$ cat src/rtl/alu8_arbiter.sv
// Round-robin arbiter/sequencer sharing one registered-latency alu8 among NUM_REQ requesters.
// One request in flight at a time; results return with the requester ID over valid/ready.
module alu8_arbiter #(
    parameter int NUM_REQ     = 4,
    parameter int ID_W        = 2,
    parameter int ALU_LATENCY = 1
) (
    input  logic                 clk,
    input  logic                 reset,
    input  logic [NUM_REQ-1:0]   req_valid,
    output logic [NUM_REQ-1:0]   req_ready,
    input  logic [4*NUM_REQ-1:0] req_op_code,
    input  logic [8*NUM_REQ-1:0] req_operand_1,
    input  logic [8*NUM_REQ-1:0] req_operand_2,
    input  logic [3*NUM_REQ-1:0] req_shift_rotate,
    output logic [3:0]           alu_op_code,
    output logic [7:0]           alu_operand_1,
    output logic [7:0]           alu_operand_2,
    output logic [2:0]           alu_shift_rotate,
    input  logic [7:0]           alu_result,
    input  logic                 alu_carry,
    output logic                 rsp_valid,
    input  logic                 rsp_ready,
    output logic [ID_W-1:0]      rsp_id,
    output logic [7:0]           rsp_result,
    output logic                 rsp_carry,
    output logic                 rsp_error
);

    localparam int CNT_W = (ALU_LATENCY > 1) ? $clog2(ALU_LATENCY) : 1;

    typedef enum logic [1:0] {IDLE, ISSUE, WAIT, RESP} state_t;

    state_t           state_q, state_d;
    logic [ID_W-1:0]  ptr_q, ptr_d;
    logic [ID_W-1:0]  id_q, id_d;
    logic [CNT_W-1:0] cnt_q, cnt_d;
    logic [3:0]       alu_op_code_q, alu_op_code_d;
    logic [7:0]       alu_operand_1_q, alu_operand_1_d;
    logic [7:0]       alu_operand_2_q, alu_operand_2_d;
    logic [2:0]       alu_shift_rotate_q, alu_shift_rotate_d;
    logic             rsp_valid_q, rsp_valid_d;
    logic [ID_W-1:0]  rsp_id_q, rsp_id_d;
    logic [7:0]       rsp_result_q, rsp_result_d;
    logic             rsp_carry_q, rsp_carry_d;
    logic             rsp_error_q, rsp_error_d;

    logic               win_found;
    logic [NUM_REQ-1:0] win_onehot;
    logic [ID_W-1:0]    win_id;
    logic [3:0]         win_op;
    logic [7:0]         win_a;
    logic [7:0]         win_b;
    logic [2:0]         win_sh;
    logic               win_legal;

    // Pass 0 scans indices at/after the pointer, pass 1 the wrapped indices below it.
    always_comb begin
        win_found  = 1'b0;
        win_onehot = '0;
        win_id     = '0;
        win_op     = '0;
        win_a      = '0;
        win_b      = '0;
        win_sh     = '0;
        for (int unsigned pass = 0; pass < 2; pass++) begin
            for (int unsigned i = 0; i < NUM_REQ; i++) begin
                if (!win_found && req_valid[i] && ((pass == 0) == (i >= 32'(ptr_q)))) begin
                    win_found     = 1'b1;
                    win_onehot[i] = 1'b1;
                    win_id        = ID_W'(i);
                    win_op        = req_op_code[4*i +: 4];
                    win_a         = req_operand_1[8*i +: 8];
                    win_b         = req_operand_2[8*i +: 8];
                    win_sh        = req_shift_rotate[3*i +: 3];
                end
            end
        end
        win_legal = (win_op >= 4'd1) && (win_op <= 4'd9);
    end

    assign req_ready = (state_q == IDLE) ? win_onehot : '0;

    always_comb begin
        state_d            = state_q;
        ptr_d              = ptr_q;
        id_d               = id_q;
        cnt_d              = cnt_q;
        alu_op_code_d      = alu_op_code_q;
        alu_operand_1_d    = alu_operand_1_q;
        alu_operand_2_d    = alu_operand_2_q;
        alu_shift_rotate_d = alu_shift_rotate_q;
        rsp_valid_d        = rsp_valid_q;
        rsp_id_d           = rsp_id_q;
        rsp_result_d       = rsp_result_q;
        rsp_carry_d        = rsp_carry_q;
        rsp_error_d        = rsp_error_q;
        unique case (state_q)
            IDLE: begin
                if (win_found) begin
                    alu_op_code_d      = win_op;
                    alu_operand_1_d    = win_a;
                    alu_operand_2_d    = win_b;
                    alu_shift_rotate_d = win_sh;
                    id_d               = win_id;
                    ptr_d = (win_id == ID_W'(NUM_REQ - 1)) ? '0 : win_id + ID_W'(1);
                    if (win_legal) begin
                        state_d = ISSUE;
                    end else begin
                        state_d      = RESP;
                        rsp_valid_d  = 1'b1;
                        rsp_id_d     = win_id;
                        rsp_result_d = '0;
                        rsp_carry_d  = 1'b0;
                        rsp_error_d  = 1'b1;
                    end
                end
            end
            ISSUE: begin
                cnt_d   = CNT_W'(ALU_LATENCY - 1);
                state_d = WAIT;
            end
            WAIT: begin
                if (cnt_q == '0) begin
                    state_d      = RESP;
                    rsp_valid_d  = 1'b1;
                    rsp_id_d     = id_q;
                    rsp_result_d = alu_result;
                    // An unknown carry resolves to 0 through the if.
                    rsp_carry_d  = 1'b0;
                    if (alu_carry == 1'b1) rsp_carry_d = 1'b1;
                    rsp_error_d  = 1'b0;
                end else begin
                    cnt_d = cnt_q - CNT_W'(1);
                end
            end
            RESP: begin
                if (rsp_ready) begin
                    rsp_valid_d = 1'b0;
                    state_d     = IDLE;
                end
            end
            default: state_d = IDLE;
        endcase
    end

    always_ff @(posedge clk) begin
        if (reset) begin
            state_q            <= IDLE;
            ptr_q              <= '0;
            id_q               <= '0;
            cnt_q              <= '0;
            alu_op_code_q      <= '0;
            alu_operand_1_q    <= '0;
            alu_operand_2_q    <= '0;
            alu_shift_rotate_q <= '0;
            rsp_valid_q        <= 1'b0;
            rsp_id_q           <= '0;
            rsp_result_q       <= '0;
            rsp_carry_q        <= 1'b0;
            rsp_error_q        <= 1'b0;
        end else begin
            state_q            <= state_d;
            ptr_q              <= ptr_d;
            id_q               <= id_d;
            cnt_q              <= cnt_d;
            alu_op_code_q      <= alu_op_code_d;
            alu_operand_1_q    <= alu_operand_1_d;
            alu_operand_2_q    <= alu_operand_2_d;
            alu_shift_rotate_q <= alu_shift_rotate_d;
            rsp_valid_q        <= rsp_valid_d;
            rsp_id_q           <= rsp_id_d;
            rsp_result_q       <= rsp_result_d;
            rsp_carry_q        <= rsp_carry_d;
            rsp_error_q        <= rsp_error_d;
        end
    end

    assign alu_op_code      = alu_op_code_q;
    assign alu_operand_1    = alu_operand_1_q;
    assign alu_operand_2    = alu_operand_2_q;
    assign alu_shift_rotate = alu_shift_rotate_q;
    assign rsp_valid        = rsp_valid_q;
    assign rsp_id           = rsp_id_q;
    assign rsp_result       = rsp_result_q;
    assign rsp_carry        = rsp_carry_q;
    assign rsp_error        = rsp_error_q;

endmodule
$ cat config.mk
export PLATFORM = sky130hd
export DESIGN_NAME = alu8_arbiter
export DESIGN_NICKNAME = d
export VERILOG_FILES = /design/src/rtl/alu8_arbiter.sv
export SDC_FILE = /design/constraint.sdc
export NUM_CORES = 1
export LEC_CHECK = 0
export CAP_MARGIN = 20
export CORE_MARGIN = 10
export CORE_UTILIZATION = 31
export CTS_BUF_LIST = sky130_fd_sc_hd__clkbuf_8
export DETAILED_ROUTE_END_ITERATION = 12
export PLACE_DENSITY = 0.66
export SYNTH_ARGS = -nofsm -noshare
export SYNTH_HDL_FRONTEND = slang
export SYNTH_SLANG_ARGS = --single-unit
$ cat constraint.sdc
create_clock -name clk -period 3.3 [get_ports clk]
set_input_delay 0.495 -clock clk [delete_from_list [all_inputs] [get_ports clk]]
set_output_delay 0.495 -clock clk [all_outputs]
set_load 0.05 [all_outputs]
==> metrics, run 1 <==
status=finished clean; Syn Nets=452; Setup Crit Path Kind=in -> reg; ant diodes=0; mux cell area share after synthesis=0.0224; total clock sinks=42; CP most frequent cell=a21oi_1; area of the multi-input gates=1710 µm²; crit path max fanout=10; share of synthesized registers carrying an async set or reset=0; Residual DRC=0; Synth Area in XOR/XNOR=0; CTS root buf=clkbuf_8; Post-Route WL=10.8 mm; synth warn=0; vias per cell=5.57; dpl cells=575; Seq cells post-synth=42; family with the most delay on the worst path=compound AO/OA/AOI/OAI gates; Core ar.=roughly 8700 µm²; Tmin final=slightly below 3 ns; final-report hold violation count=0; crit-path max cell delay=0.73 ns; gpl congestion=0.867; # port buffers=147; Worst Setup Start Kind=input pin; GRT Overall Usage=0.157; post-CTS setup buffers=0; TritonCTS clock tree=yes; filler instances=851; NumNets Final=586; Cell variety after synth=52; CTS H-Tree Depth=2; CTS buffer count=5; I/O pin cnt=between 100 and 150; Main synth FF type=dfxtp_1; adder-cell share of the synthesized area=0.0183; MaxCap Viol Count=0; initial core utilization=0.315; Clk Latency, worst-skew pair=0.29 ns; cts repair resizes=0; routed length per instance=18.5 µm; clk buf depth=2; slowest library cell on the worst path=clkdlybuf4s50_1; Die ar.=13000 µm²; EDFF count, synth=0; Routed Antenna Nets=0; Slew Limit Fails=0; Pwr Density=around 760 nW/µm²; crit path DAT=3.19 ns; Layout area overhead=61.0%; Final Cycle Share=0.904; main combinational cell family by area after synthesis=compound AO/OA/AOI/OAI gates; CP cell instances=clkdlybuf4s50_1, nand2b_4, a21oi_1, o22ai_1, mux2i_1, a31o_2, a2111oi_4, buf_4, or4_1, a21oi_1; num rows=34; post-route insts no fill=582; largest net degree at the start of global routing=48; Hold Crit Class=reg -> reg; TNS Setup=0 ns; Reg clk slew, reported paths=~0.080 ns; RSZ-0062 raised after global routing=no; # setup viols final=0; Static Leak=0.00165 µW; endpoint type of the worst setup path=flop; remaining global-route overflow=0; Detailed Place HPWL=8.31 mm; Synth Area in Simple Gates=0.207; layout cells sized above 1=0.0844; DR vias=3244; Hold-fix buffers, CTS=0; Seq/Total Area, Yosys=0.307; Pre-Repair DR Iteration Count=7; vias in the first global route=3387; 1st-iter DRT viols=189; initial antenna violation count=0; Synth Area in Compound Gates=0.374; Worst-Margin Slew=0.963 ns; cells after synthesis=340; FF/Latch Area=841 µm²; WP buf/inv=2; mapped cell area=2740 µm²; relative slew slack=0.356; Die Y=around 110 µm; f_max=0.335 GHz; synthesized area per cell=8.05 µm²; Peak VDD IR=0.334 mV; WP data required=~3.5 ns; Worst Skew=approximately 0.0077 ns; global-route wire length before repair=17.1 mm; die extent in x=around 110 µm
==> flip-flops by register name, summed over array words and instances (netlist names) <==
signal,cells
ptr_q,2
alu_shift_rotate,3
rsp_result,8
state_q,2
alu_operand_1,8
alu_op_code,4
id_q,2
rsp_error,1
rsp_carry,1
alu_operand_2,8
rsp_id,2
rsp_valid,1
==> Yosys cell counts, types with 6 or more instances <==
master / count / share of area
a221oi_1: 20 / 0.064
clkbuf_1: 24 / 0.033
nand2_1: 60 / 0.082
o22ai_1: 8 / 0.018
dfxtp_1: 42 / 0.31
o41ai_1: 11 / 0.035
inv_1: 6 / 0.0082
nor2_1: 35 / 0.048
a211oi_1: 23 / 0.063
a222oi_1: 19 / 0.069
o311ai_0: 8 / 0.026
a21oi_1: 12 / 0.022
==> stage by stage <==
step	instance area [µm²]	power (µW)	util	worst slack [ns]	hold slack (ns)
floorplan	2740	2300	-	0.711	0.476
global placement	4330	3020	0.499	0.155	0.447
detailed placement	4330	3050	0.499	0.0360	0.457
CTS	4410	3370	0.508	0.341	0.468
global route	4410	3580	0.508	0.148	0.496
finish	4410	3350	0.508	0.316	0.465
==> area by class of cell <==
type                            instances  share of cell area
Sequential cell                        42               0.191
Tap cell                              108              0.0307
Timing Repair Buffer                  161               0.367
Inverter                                7             0.00596
Clock inverter                          2             0.00227
Clock buffer                            5              0.0156
Multi-Input combinational cell        257               0.388
==> metal layers <==
metal | vias up | GRT usage | routed length [µm]
met5 | - | 0 | 0
met4 | 0 | 0.0384 | 146
met3 | 10 | 0.0630 | 971
met2 | 123 | 0.277 | 5300
met1 | 1510 | 0.172 | 4350
li1 | 1601 | - | -
==> kinds of logic after synthesis <==
family,after synthesis
buf+inv,41
fa+ha+maj,4
flops,42
mux,6
simple gates,122
compound gates,125
==> where the power goes <==
part	leakage, µW	internal [µW]	switching, µW	total (µW)
clock network	0.0000438	142	174	316
registers	0.000346	683	122	805
logic	0.00126	849	1380	2230
==> cell usage in the layout (no fill, tap or decap), types with 11 or more instances in the layout <==
cell	netlist	final
a221oi_1	20	20
a211oi_1	23	23
a222oi_1	19	19
nor2_1	35	34
a21oi_1	12	12
clkdlybuf4s50_1	0	143
buf_4	2	14
nand2_1	60	60
dfxtp_1	42	42
o41ai_1	11	11
==> path summary, 6_finish.rpt <==
kind                                startpoint        endpoint  slack [ns]  cells after the start
worst max register to register        ptr_q[0]       rsp_error        0.60                      9
worst min register to register  alu_op_code[2]  alu_op_code[2]        0.46                      2
worst max-delay path              req_valid[0]       rsp_error        0.32                     10
worst min-delay path            alu_op_code[2]  alu_op_code[2]        0.46                      2
==> tightest hold or removal path, cell delays in order (launching register included) <==
cell and delay (ns):
dfxtp_1 0.32, nand2_1 0.05, a21oi_1 0.05
(Power assumes the default switching activity.)
==> run 2, diff against run 1 <==
--- a/config.mk
+++ b/config.mk
@@ -8,7 +8,6 @@
 export CAP_MARGIN = 20
 export CORE_MARGIN = 10
 export CORE_UTILIZATION = 31
-export CTS_BUF_LIST = sky130_fd_sc_hd__clkbuf_8
 export DETAILED_ROUTE_END_ITERATION = 12
 export PLACE_DENSITY = 0.66
 export SYNTH_ARGS = -nofsm -noshare
==> results of run 2 <==
The final DEF is identical to that of run 1; final timing and power are the same.
==> run 3, diff against run 2 <==
--- a/config.mk
+++ b/config.mk
@@ -5,11 +5,15 @@
 export SDC_FILE = /design/constraint.sdc
 export NUM_CORES = 1
 export LEC_CHECK = 0
+export ABC_AREA = 1
 export CAP_MARGIN = 20
+export CELL_PAD_IN_SITES_DETAIL_PLACEMENT = 1
+export CELL_PAD_IN_SITES_GLOBAL_PLACEMENT = 1
 export CORE_MARGIN = 10
-export CORE_UTILIZATION = 31
+export CORE_UTILIZATION = 30
 export DETAILED_ROUTE_END_ITERATION = 12
-export PLACE_DENSITY = 0.66
+export GPL_ROUTABILITY_DRIVEN = 0
+export PLACE_DENSITY = 0.87
 export SYNTH_ARGS = -nofsm -noshare
 export SYNTH_HDL_FRONTEND = slang
 export SYNTH_SLANG_ARGS = --single-unit
==> run 3 against run 2 <==
Effect of this change: critical path depth down 3; total power up 18%; non-clock buffer count down 5; via count up 21%; highest routed layer unchanged; fmax about the same.
==> metrics, run 3 <==
crit path max fanout=26; post-route insts no fill=about 750; die extent in x=122 µm; Final Cycle Share=0.905; RSZ-0062 raised after global routing=no; most frequent cells in the layout=clkdlybuf4s50_1, inv_1, a21oi_1; dpl cells=740; synth warn=0; largest cells by area after synthesis=dfxtp_1, a21oi_1, o221ai_1; internal power=1890 µW; DR vias=a little under 4000; status=finished clean; Residual DRC=0; Post-Route WL=roughly 14 mm; Tmin final=2.99 ns; Pre-Repair DR Iteration Count=4; Peak VDD IR=0.391 mV; vias per cell=5.27; Syn Nets=590; vias in the first global route=4340; Static Leak=0.00212 µW; grt met2 use=0.328; remaining global-route overflow=0; crit-path max cell delay=0.53 ns; WP data required=2.80 ns; Worst Skew=0.0127 ns; Main synth FF type=dfxtp_1; top-count cell post-synth=inv_1; most common cell after layout, fill and taps aside=clkdlybuf4s50_1; crit path DAT=2.49 ns; layout cells sized above 1=0.0900; Comb power frac=0.685; ant diodes=0; Clock power frac=0.106; 1st-iter DRT viols=228; MaxCap Viol Count=0; cts repair resizes=0; initial core utilization=0.306; final-report hold violation count=0; Slew Limit Fails=0; num rows=37; I/O pin cnt=between 100 and 150; routed length per instance=roughly 19 µm; NumNets Final=723; relative slew slack=0.589; endpoint type of the worst setup path=output port; Routed Antenna Nets=0; power share of the sequential group=0.210; Core ar.=a little over 10000 µm²; Clk Latency, worst-skew pair=0.29 ns; grt met1 use=0.200; share of synthesized registers carrying an async set or reset=0; Setup Crit Path Kind=in -> out; CP cell instances=clkdlybuf4s50_1, nand2_4, nand4_1, nor2_2, nand3_1, a21oi_1, buf_12; Seq cells post-synth=42; # port buffers=between 100 and 150; Worst-Margin Slew=0.612 ns; Reg clk slew, reported paths=0.09 ns; synthesized area per cell=between 6 and 7 µm²; Seq/Total Area, Yosys=0.268; Layout area overhead=54.3%; CTS root buf=clkbuf_8; GRT Overall Usage=0.180; most area-hungry cell type in the Yosys netlist=dfxtp_1; mapped cell area=approximately 3100 µm²; clk buf depth=2; Worst R2R Setup Slack=between 0.7 and 0.8 ns; WP buf/inv=2; global-route wire length before repair=between 20 and 25 mm; CTS H-Tree Depth=2; TritonCTS clock tree=yes; family with the most delay on the worst path=simple AND/OR/NAND/NOR gates; Hold-fix buffers, CTS=0; f_max=0.335 GHz; top post-synthesis cells by count=inv_1, a21oi_1, nand2_1; Pwr Density=817 nW/µm²; gr busiest metal=met2; Die ar.=between 10000 and 15000 µm²; slowest library cell on the worst path=clkdlybuf4s50_1; TNS Setup=0 ns; GR Layer Usage met3=0.0533; Sw Pwr=2080 µW; largest net degree at the start of global routing=39; Hold Crit Class=reg -> reg; CTS buffer count=5; # setup viols final=0; Cell variety after synth=31; post-synth top area share=0.268; total clock sinks=42; post-CTS setup buffers=0; initial antenna violation count=0; cells after synthesis=478; sw frac=0.524; Worst Setup Start Kind=input pin; Die Y=122 µm; Detailed Place HPWL=11.2 mm; EDFF count, synth=0
[run 3: cell count changes after synthesis, sizes merged, moves of 23 or more]
cell    delta
a211oi    -24
a21oi     +63
inv       +72
nand3     +26
nand4     +27
o21ai     +23
o221ai    +38
[run 3: power by group through the flow]
| stage | Clock [µW] | Sequential, µW | Combinational (µW) |
|---|---|---|---|
| floorplan | 0 | 1410 | 1290 |
| global placement | 0 | 833 | 2620 |
| detailed placement | 0 | 843 | 2720 |
| CTS | 426 | 835 | 2730 |
| global route | 447 | 855 | 2940 |
| finish | 418 | 832 | 2710 |
[run 3: final timing paths]
path / start / end / depth (start not counted)
hold reg to reg: id_q[0] / id_q[0] / 2
setup / recovery: req_valid[1] / req_ready[2] / 7
hold / removal: id_q[0] / id_q[0] / 2
setup reg to reg: ptr_q[1] / rsp_result[3] / 15
[run 3: final cells by class]
class	instances	area (µm²)
Timing Repair Buffer	156	1580
Clock buffer	6	82.6
Fill cell	1317	5430
Sequential cell	42	841
Clock inverter	1	30.0
Tap cell	136	170
Multi-Input combinational cell	324	1840
Inverter	82	308
[run 3: logic make-up after synthesis]
kind of cell,synth area share
AO/OA/AOI/OAI,0.277
adder cells (fa/ha/maj),0.0159
buffers and inverters,0.147
flip-flops,0.268
multiplexers,0.00637
AND/OR/NAND/NOR,0.286
[run 3: stage by stage]
| step | cell area [µm²] | util | hold slack (ns) | setup WS (ns) | total power, µW |
|---|---|---|---|---|---|
| 2_1_floorplan | 3140 | - | 0.439 | 0.794 | 2700 |
| 3_3_place_gp | 4740 | 0.461 | 0.454 | 0.350 | 3460 |
| 3_5_place_dp | 4740 | 0.461 | 0.465 | 0.174 | 3560 |
| 4_1_cts | 4850 | 0.472 | 0.482 | 0.351 | 3990 |
| 5_1_grt | 4850 | 0.472 | 0.521 | 0.167 | 4240 |
| 6_report | 4850 | 0.472 | 0.480 | 0.314 | 3960 |
[run 3: worst min-delay path, stage by stage, from the launching register on]
cell	delay (ns)
dfxtp_1	0.32
nand2_1	0.06
a21oi_1	0.06
[run 3: layer usage]
layer | vias up | routed length [µm]
li1 | 1906 | -
met1 | 1890 | 5680
met2 | 121 | 6940
met3 | 17 | 996
met4 | 0 | 214
met5 | - | 0
